--- config.mk ---
export PLATFORM = sky130hd
export DESIGN_NAME = seg7_scanner_flat
export DESIGN_NICKNAME = d
export VERILOG_FILES = /design/src/rtl/seg7_pkg.sv /design/src/rtl/seg7_scanner_if.sv /design/src/rtl/seg7_scanner_hex_to_seg.sv /design/src/rtl/seg7_scanner.sv /design/src/flat_wrapper.sv
export SDC_FILE = /design/constraint.sdc
export NUM_CORES = 1
export LEC_CHECK = 0
export ABC_AREA = 1
export CAP_MARGIN = 20
export CORE_MARGIN = 1.5
export CORE_UTILIZATION = 50
export CTS_BUF_LIST = sky130_fd_sc_hd__clkbuf_8
export CTS_CLUSTER_DIAMETER = 200
export DETAILED_ROUTE_END_ITERATION = 10
export PLACE_DENSITY = 0.83
export SETUP_SLACK_MARGIN = 0.02
export SYNTH_ARGS = -nofsm -noshare
export SYNTH_HDL_FRONTEND = slang
export SYNTH_SLANG_ARGS = --single-unit
--- constraint.sdc ---
create_clock -name Clock -period 5 [get_ports Clock]
set_clock_uncertainty 0.15 [all_clocks]
set_input_delay 1 -clock Clock [delete_from_list [all_inputs] [get_ports Clock]]
set_output_delay 1 -clock Clock [all_outputs]
set_load 0.005 [all_outputs]
--- src/rtl/seg7_pkg.sv ---
// rtl/seg7_pkg.sv - shared constants and types for the seven-segment scanner
package seg7_pkg;

   localparam int CNT_W = 16;

   typedef logic [6:0] seg_t;

   localparam seg_t SEG_BLANK = 7'h7F;

   // Active-high {g,f,e,d,c,b,a} patterns for hex digits 0..F
   localparam seg_t SEG_PAT [16] = '{
      7'h3F, 7'h06, 7'h5B, 7'h4F, 7'h66, 7'h6D, 7'h7D, 7'h07,
      7'h7F, 7'h6F, 7'h77, 7'h7C, 7'h39, 7'h5E, 7'h79, 7'h71
   };

endpackage

--- src/rtl/seg7_scanner_if.sv ---
// rtl/seg7_scanner_if.sv - shadow load inputs and multiplexed display outputs
interface seg7_scanner_if
   import seg7_pkg::*;
#(
   parameter int DIGITS = 4
);
   logic                  load;
   logic [4*DIGITS-1:0]   data;
   logic [DIGITS-1:0]     dp;
   logic [DIGITS-1:0]     en;
   logic [DIGITS-1:0]     an;
   seg_t                  seg;
   logic                  dpo;

   modport master (output load, data, dp, en, input an, seg, dpo);
   modport slave  (input load, data, dp, en, output an, seg, dpo);
endinterface

--- src/rtl/seg7_scanner_hex_to_seg.sv ---
// rtl/seg7_scanner_hex_to_seg.sv - combinational hex nibble to active-high segment pattern
module hex_to_seg
   import seg7_pkg::*;
(
   input  logic [3:0] nibble,
   output seg_t       pattern
);
   assign pattern = SEG_PAT[nibble];
endmodule

--- src/rtl/seg7_scanner.sv ---
// rtl/seg7_scanner.sv - time-multiplexed seven-segment driver with guard-blanked digit slots
module seg7_scanner
   import seg7_pkg::*;
#(
   parameter int DIV    = 25000,
   parameter int GUARD  = 16,
   parameter int DIGITS = 4
) (
   input  logic           Clock,
   input  logic           Reset,
   seg7_scanner_if.slave  bus
);
   localparam int                SLOT     = (DIV < 2) ? 1 : DIV;
   localparam int                IDX_W    = $clog2(DIGITS);
   localparam logic [CNT_W-1:0]  CNT_LAST = CNT_W'(SLOT - 1);
   localparam logic [CNT_W:0]    GUARD_C  = (CNT_W + 1)'(GUARD);
   localparam logic [IDX_W-1:0]  IDX_LAST = IDX_W'(DIGITS - 1);

   if (DIV < 0 || DIV > 65536) begin : g_bad_div
      $error("seg7_scanner: DIV out of range 0..65536");
   end
   if (GUARD < 0 || GUARD >= SLOT) begin : g_bad_guard
      $error("seg7_scanner: GUARD must be below the slot length");
   end
   if (DIGITS < 2 || DIGITS > 8) begin : g_bad_digits
      $error("seg7_scanner: DIGITS out of range 2..8");
   end

   logic [CNT_W-1:0]    cnt;
   logic [IDX_W-1:0]    idx;
   logic [4*DIGITS-1:0] sh_data;
   logic [DIGITS-1:0]   sh_dp;
   logic [DIGITS-1:0]   sh_en;
   logic [3:0]          nib;
   seg_t                pat;
   logic                visible;

   assign nib = sh_data[{idx, 2'b00} +: 4];

   // cnt + 1 > GUARD avoids a constant-true compare when GUARD is 0
   assign visible = (({1'b0, cnt} + 17'd1) > GUARD_C) && sh_en[idx];

   hex_to_seg u_dec (
      .nibble  (nib),
      .pattern (pat)
   );

   always_ff @(posedge Clock or posedge Reset) begin
      if (Reset) begin
         cnt     <= '0;
         idx     <= '0;
         sh_data <= '0;
         sh_dp   <= '0;
         sh_en   <= '0;
         bus.an  <= '1;
         bus.seg <= SEG_BLANK;
         bus.dpo <= 1'b1;
      end else begin
         if (cnt == CNT_LAST) begin
            cnt <= '0;
            idx <= (idx == IDX_LAST) ? '0 : idx + 1'b1;
         end else begin
            cnt <= cnt + 1'b1;
         end

         // Loading never disturbs the scan position
         if (bus.load) begin
            sh_data <= bus.data;
            sh_dp   <= bus.dp;
            sh_en   <= bus.en;
         end

         if (visible) begin
            bus.an  <= ~(DIGITS'(1) << idx);
            bus.seg <= ~pat;
            bus.dpo <= ~sh_dp[idx];
         end else begin
            bus.an  <= '1;
            bus.seg <= SEG_BLANK;
            bus.dpo <= 1'b1;
         end
      end
   end
endmodule

--- src/flat_wrapper.sv ---
// flat-port wrapper written by rule: the top's interface ports become plain ports
module seg7_scanner_flat import seg7_pkg::*;
#(
   parameter int DIV    = 25000,
   parameter int GUARD  = 16,
   parameter int DIGITS = 4
)
  (Clock, Reset, bus_load, bus_data, bus_dp, bus_en, bus_an, bus_seg, bus_dpo);
  seg7_scanner_if #(.DIGITS(DIGITS)) bus_i ();
  input  logic Clock;
  input  logic Reset;
  input wire logic [$bits(bus_i.load)-1:0] bus_load;
  input wire logic [$bits(bus_i.data)-1:0] bus_data;
  input wire logic [$bits(bus_i.dp)-1:0] bus_dp;
  input wire logic [$bits(bus_i.en)-1:0] bus_en;
  output wire logic [$bits(bus_i.an)-1:0] bus_an;
  output wire logic [$bits(bus_i.seg)-1:0] bus_seg;
  output wire logic [$bits(bus_i.dpo)-1:0] bus_dpo;
  assign bus_i.load = bus_load;
  assign bus_i.data = bus_data;
  assign bus_i.dp = bus_dp;
  assign bus_i.en = bus_en;
  assign bus_an = bus_i.an;
  assign bus_seg = bus_i.seg;
  assign bus_dpo = bus_i.dpo;
  seg7_scanner #(.DIV(DIV), .GUARD(GUARD), .DIGITS(DIGITS)) u_core (.Clock(Clock), .Reset(Reset), .bus(bus_i));
endmodule
==> results.json <==
{
  "outcome": "completed",
  "routed_wl_um": 5470,
  "via_count": 2211,
  "cts_setup_buffers": 0,
  "slew_violations": 0,
  "crit_chain": "clkdlybuf4s50_1",
  "htreeDepth": 2,
  "ys_types": 30,
  "wl_per_cell_um": 12.7,
  "crit_arrival_ns": 1.34,
  "cp-end-kind": "output port",
  "num_rows": 27,
  "cp-start-kind": "register",
  "synth_warnings": 0,
  "p_switching_mw": 0.211,
  "layout-drive-gt1-share_pct": 18.7,
  "portBuffers": 38,
  "worstMarginPinSlew_ns": 0.527,
  "slowest_delay_ns": 0.54,
  "yosys.area.top_type_share_pct": 37.0,
  "power_leakage_nw": 1.56,
  "routabilityCongestion": 0.845,
  "core_um2": 5510,
  "areaGrowthSynthToFinish_pct": 20.9,
  "crit_family": "flip-flops",
  "drcViolationCount": 0,
  "nNetsFinal": 395,
  "clkTransAtPathRegs_ns": 0.09,
  "grt_max_degree": 55,
  "ir_drop_uv": 191,
  "die_w_um": 78.4,
  "grt_pass1_vias": 2226,
  "synth_area_per_cell_um2": 8.97,
  "pre_cts_slack_ns": 2.11,
  "cts_hold_buffers": 0,
  "setup_tns_ns": 0,
  "fillCellCount": 462,
  "grt-ovfl-total": 0,
  "cts-buffers-inserted": 5,
  "max-slew-margin-rel_pct": 64.8,
  "dp_hpwl_um": 3880,
  "viasPerCell": 5.14,
  "syn_nets": 355,
  "ant_nets": 0,
  "pin_count": 39,
  "n_antenna_cell": 0,
  "grtUsageTotal_pct": 20.0,
  "setup-violations-final": 0,
  "cts_root_buffer": "clkbuf_8",
  "synth-edff-count": 0,
  "ys.flop_type": "dfrtp_1",
  "grt_pass1_wl_um": 9660,
  "crit_type": "register to output port",
  "clk-insertion-delay-late_ns": 0.31,
  "intPower_mw": 0.694,
  "cts_tree": "done",
  "hp-class": "register to register",
  "synth_area_leaders": "dfrtp_1, dfstp_2, nand2_1, mux2_2, ha_1",
  "crit_slowest_cell": "dfstp_2",
  "async_flop_share_pct": 100,
  "synth_top_area_cell": "dfrtp_1",
  "antenna_found_initial": 0,
  "pwr-share-comb_pct": 14.6,
  "setup_ws_ns": 2.51,
  "die_area_um2": 6150,
  "first_pass_iters": 4,
  "cts_resized": 0,
  "synthCells": 317,
  "synthTopCellsByCount": "nand2_1, dfrtp_1, inv_1",
  "ys_seq_area_share_pct": 48.1,
  "die_height_um": 78.4,
  "ys_ff_latch": 54,
  "max_cap_viol_count": 0,
  "start_util_pct": 51.6,
  "power.share.switching_pct": 23.4,
  "finalHoldViolCount": 0,
  "clockBufferDepth": 2,
  "clkPwrFrac_pct": 31.8,
  "final_util_pct": 62.4,
  "fmax_ghz": 0.402,
  "seqPwrFrac_pct": 53.6,
  "period_share_pct": 49.7,
  "cts.sinks": 54,
  "post-route-min-period_ns": 2.49,
  "rsz0062_at_grt": "false",
  "power_density_nw_per_um2": 263,
  "worstPathRequired_ns": 3.85,
  "worstPathMaxFanout": 1,
  "drt_iter0_markers": 136,
  "synth.most_common_cell": "nand2_1",
  "path_buf_inv": 1,
  "syn-cell-area_um2": 2840
}
final timing paths:
check | endpoint | start | depth (start not counted) | slack, ns
setup / recovery | bus_an[3] | u_core.bus.an[3] | 1 | 2.51
hold / removal | u_core.sh_en[2] | u_core.sh_en[2] | 1 | 0.37
setup reg to reg | u_core.bus.seg[3] | u_core.idx[0] | 10 | 2.63
hold reg to reg | u_core.sh_en[2] | u_core.sh_en[2] | 1 | 0.37
max in group asynchronous | u_core.bus.seg[3] | Reset | 3 | 3.20
min in group asynchronous | u_core.sh_data[4] | Reset | 2 | 0.89
flip-flops by register name, summed over array words and instances (netlist names):
| register | cells |
|---|---|
| u_core.sh_data | 16 |
| u_core.cnt | 16 |
| u_core.sh_dp | 4 |
| u_core.bus.seg | 7 |
| u_core.bus.an | 4 |
| u_core.idx | 2 |
| u_core.bus.dpo | 1 |
| u_core.sh_en | 4 |
placed cells by master, fill, tap and decap left out, drive strengths merged:
cell           synthesis  routed
nand2                 78      78
dfrtp                 42      42
clkdlybuf4s50          0      38
inv                   34      34
nor2                  31      31
nand3                 30      30
mux2                  21      21
o21ai                 16      16
a21oi                 12      12
dfstp                 12      12
ha                    11      11
nand4                 10      10
clkbuf                 4       5
clkinv                 1       3
buf                    4       3
nor4                   2       2
nor3                   2       2
or2                    1       1
xnor2                  1       1
xor2                   1       1
o21bai                 1       1
o211ai                 1       1
a32oi                  1       1
nand3b                 1       1
bufinv                 0       1
final cells by class:
cell class	instances	area, um^2	share of cell area [%]
Timing Repair Buffer	41	435	12.7
Inverter	35	131	3.82
Tap cell	72	90.1	2.62
Multi-Input combinational cell	220	1300	37.9
Clock inverter	3	40.0	1.17
Clock buffer	5	68.8	2.00
Sequential cell	54	1370	39.8
routing by layer:
metal  vias to the layer above  track usage (%)  routed length [um]
li1                       1114                -                   -
met1                      1032             25.4                2410
met2                        55             34.9                2770
met3                        10             3.14                 198
met4                         0             6.79                  93
met5                         -                0                   0
kinds of logic after synthesis:
logic type      after synthesis  share of synthesized area, %
mux                          21                          8.32
flops                        54                          48.1
xor+xnor                      2                         0.616
buf+inv                      43                          6.07
compound gates               31                          5.77
simple gates                155                          26.3
fa+ha+maj                    11                          4.84
through the flow:
step | power (mW) | instance area (um^2) | instances | hold slack [ns]
after detailed placement | 0.622 | 3280 | 420 | 0.345
after CTS | 0.908 | 3390 | 428 | 0.366
after global routing | 0.949 | 3440 | 430 | 0.386
after floorplan | 0.564 | 2840 | 317 | 0.331
final | 0.905 | 3440 | 430 | 0.366
after global placement | 0.617 | 3280 | 420 | 0.341
power by group through the flow:
| stage | logic [mW] | registers, mW | clock network [mW] |
|---|---|---|---|
| CTS | 0.129 | 0.485 | 0.293 |
| detailed placement | 0.128 | 0.493 | 0 |
| global placement | 0.125 | 0.493 | 0 |
| global route | 0.148 | 0.489 | 0.312 |
| finish | 0.132 | 0.485 | 0.288 |
| floorplan | 0.0726 | 0.492 | 0 |
Power figures use the tool's default switching activity.
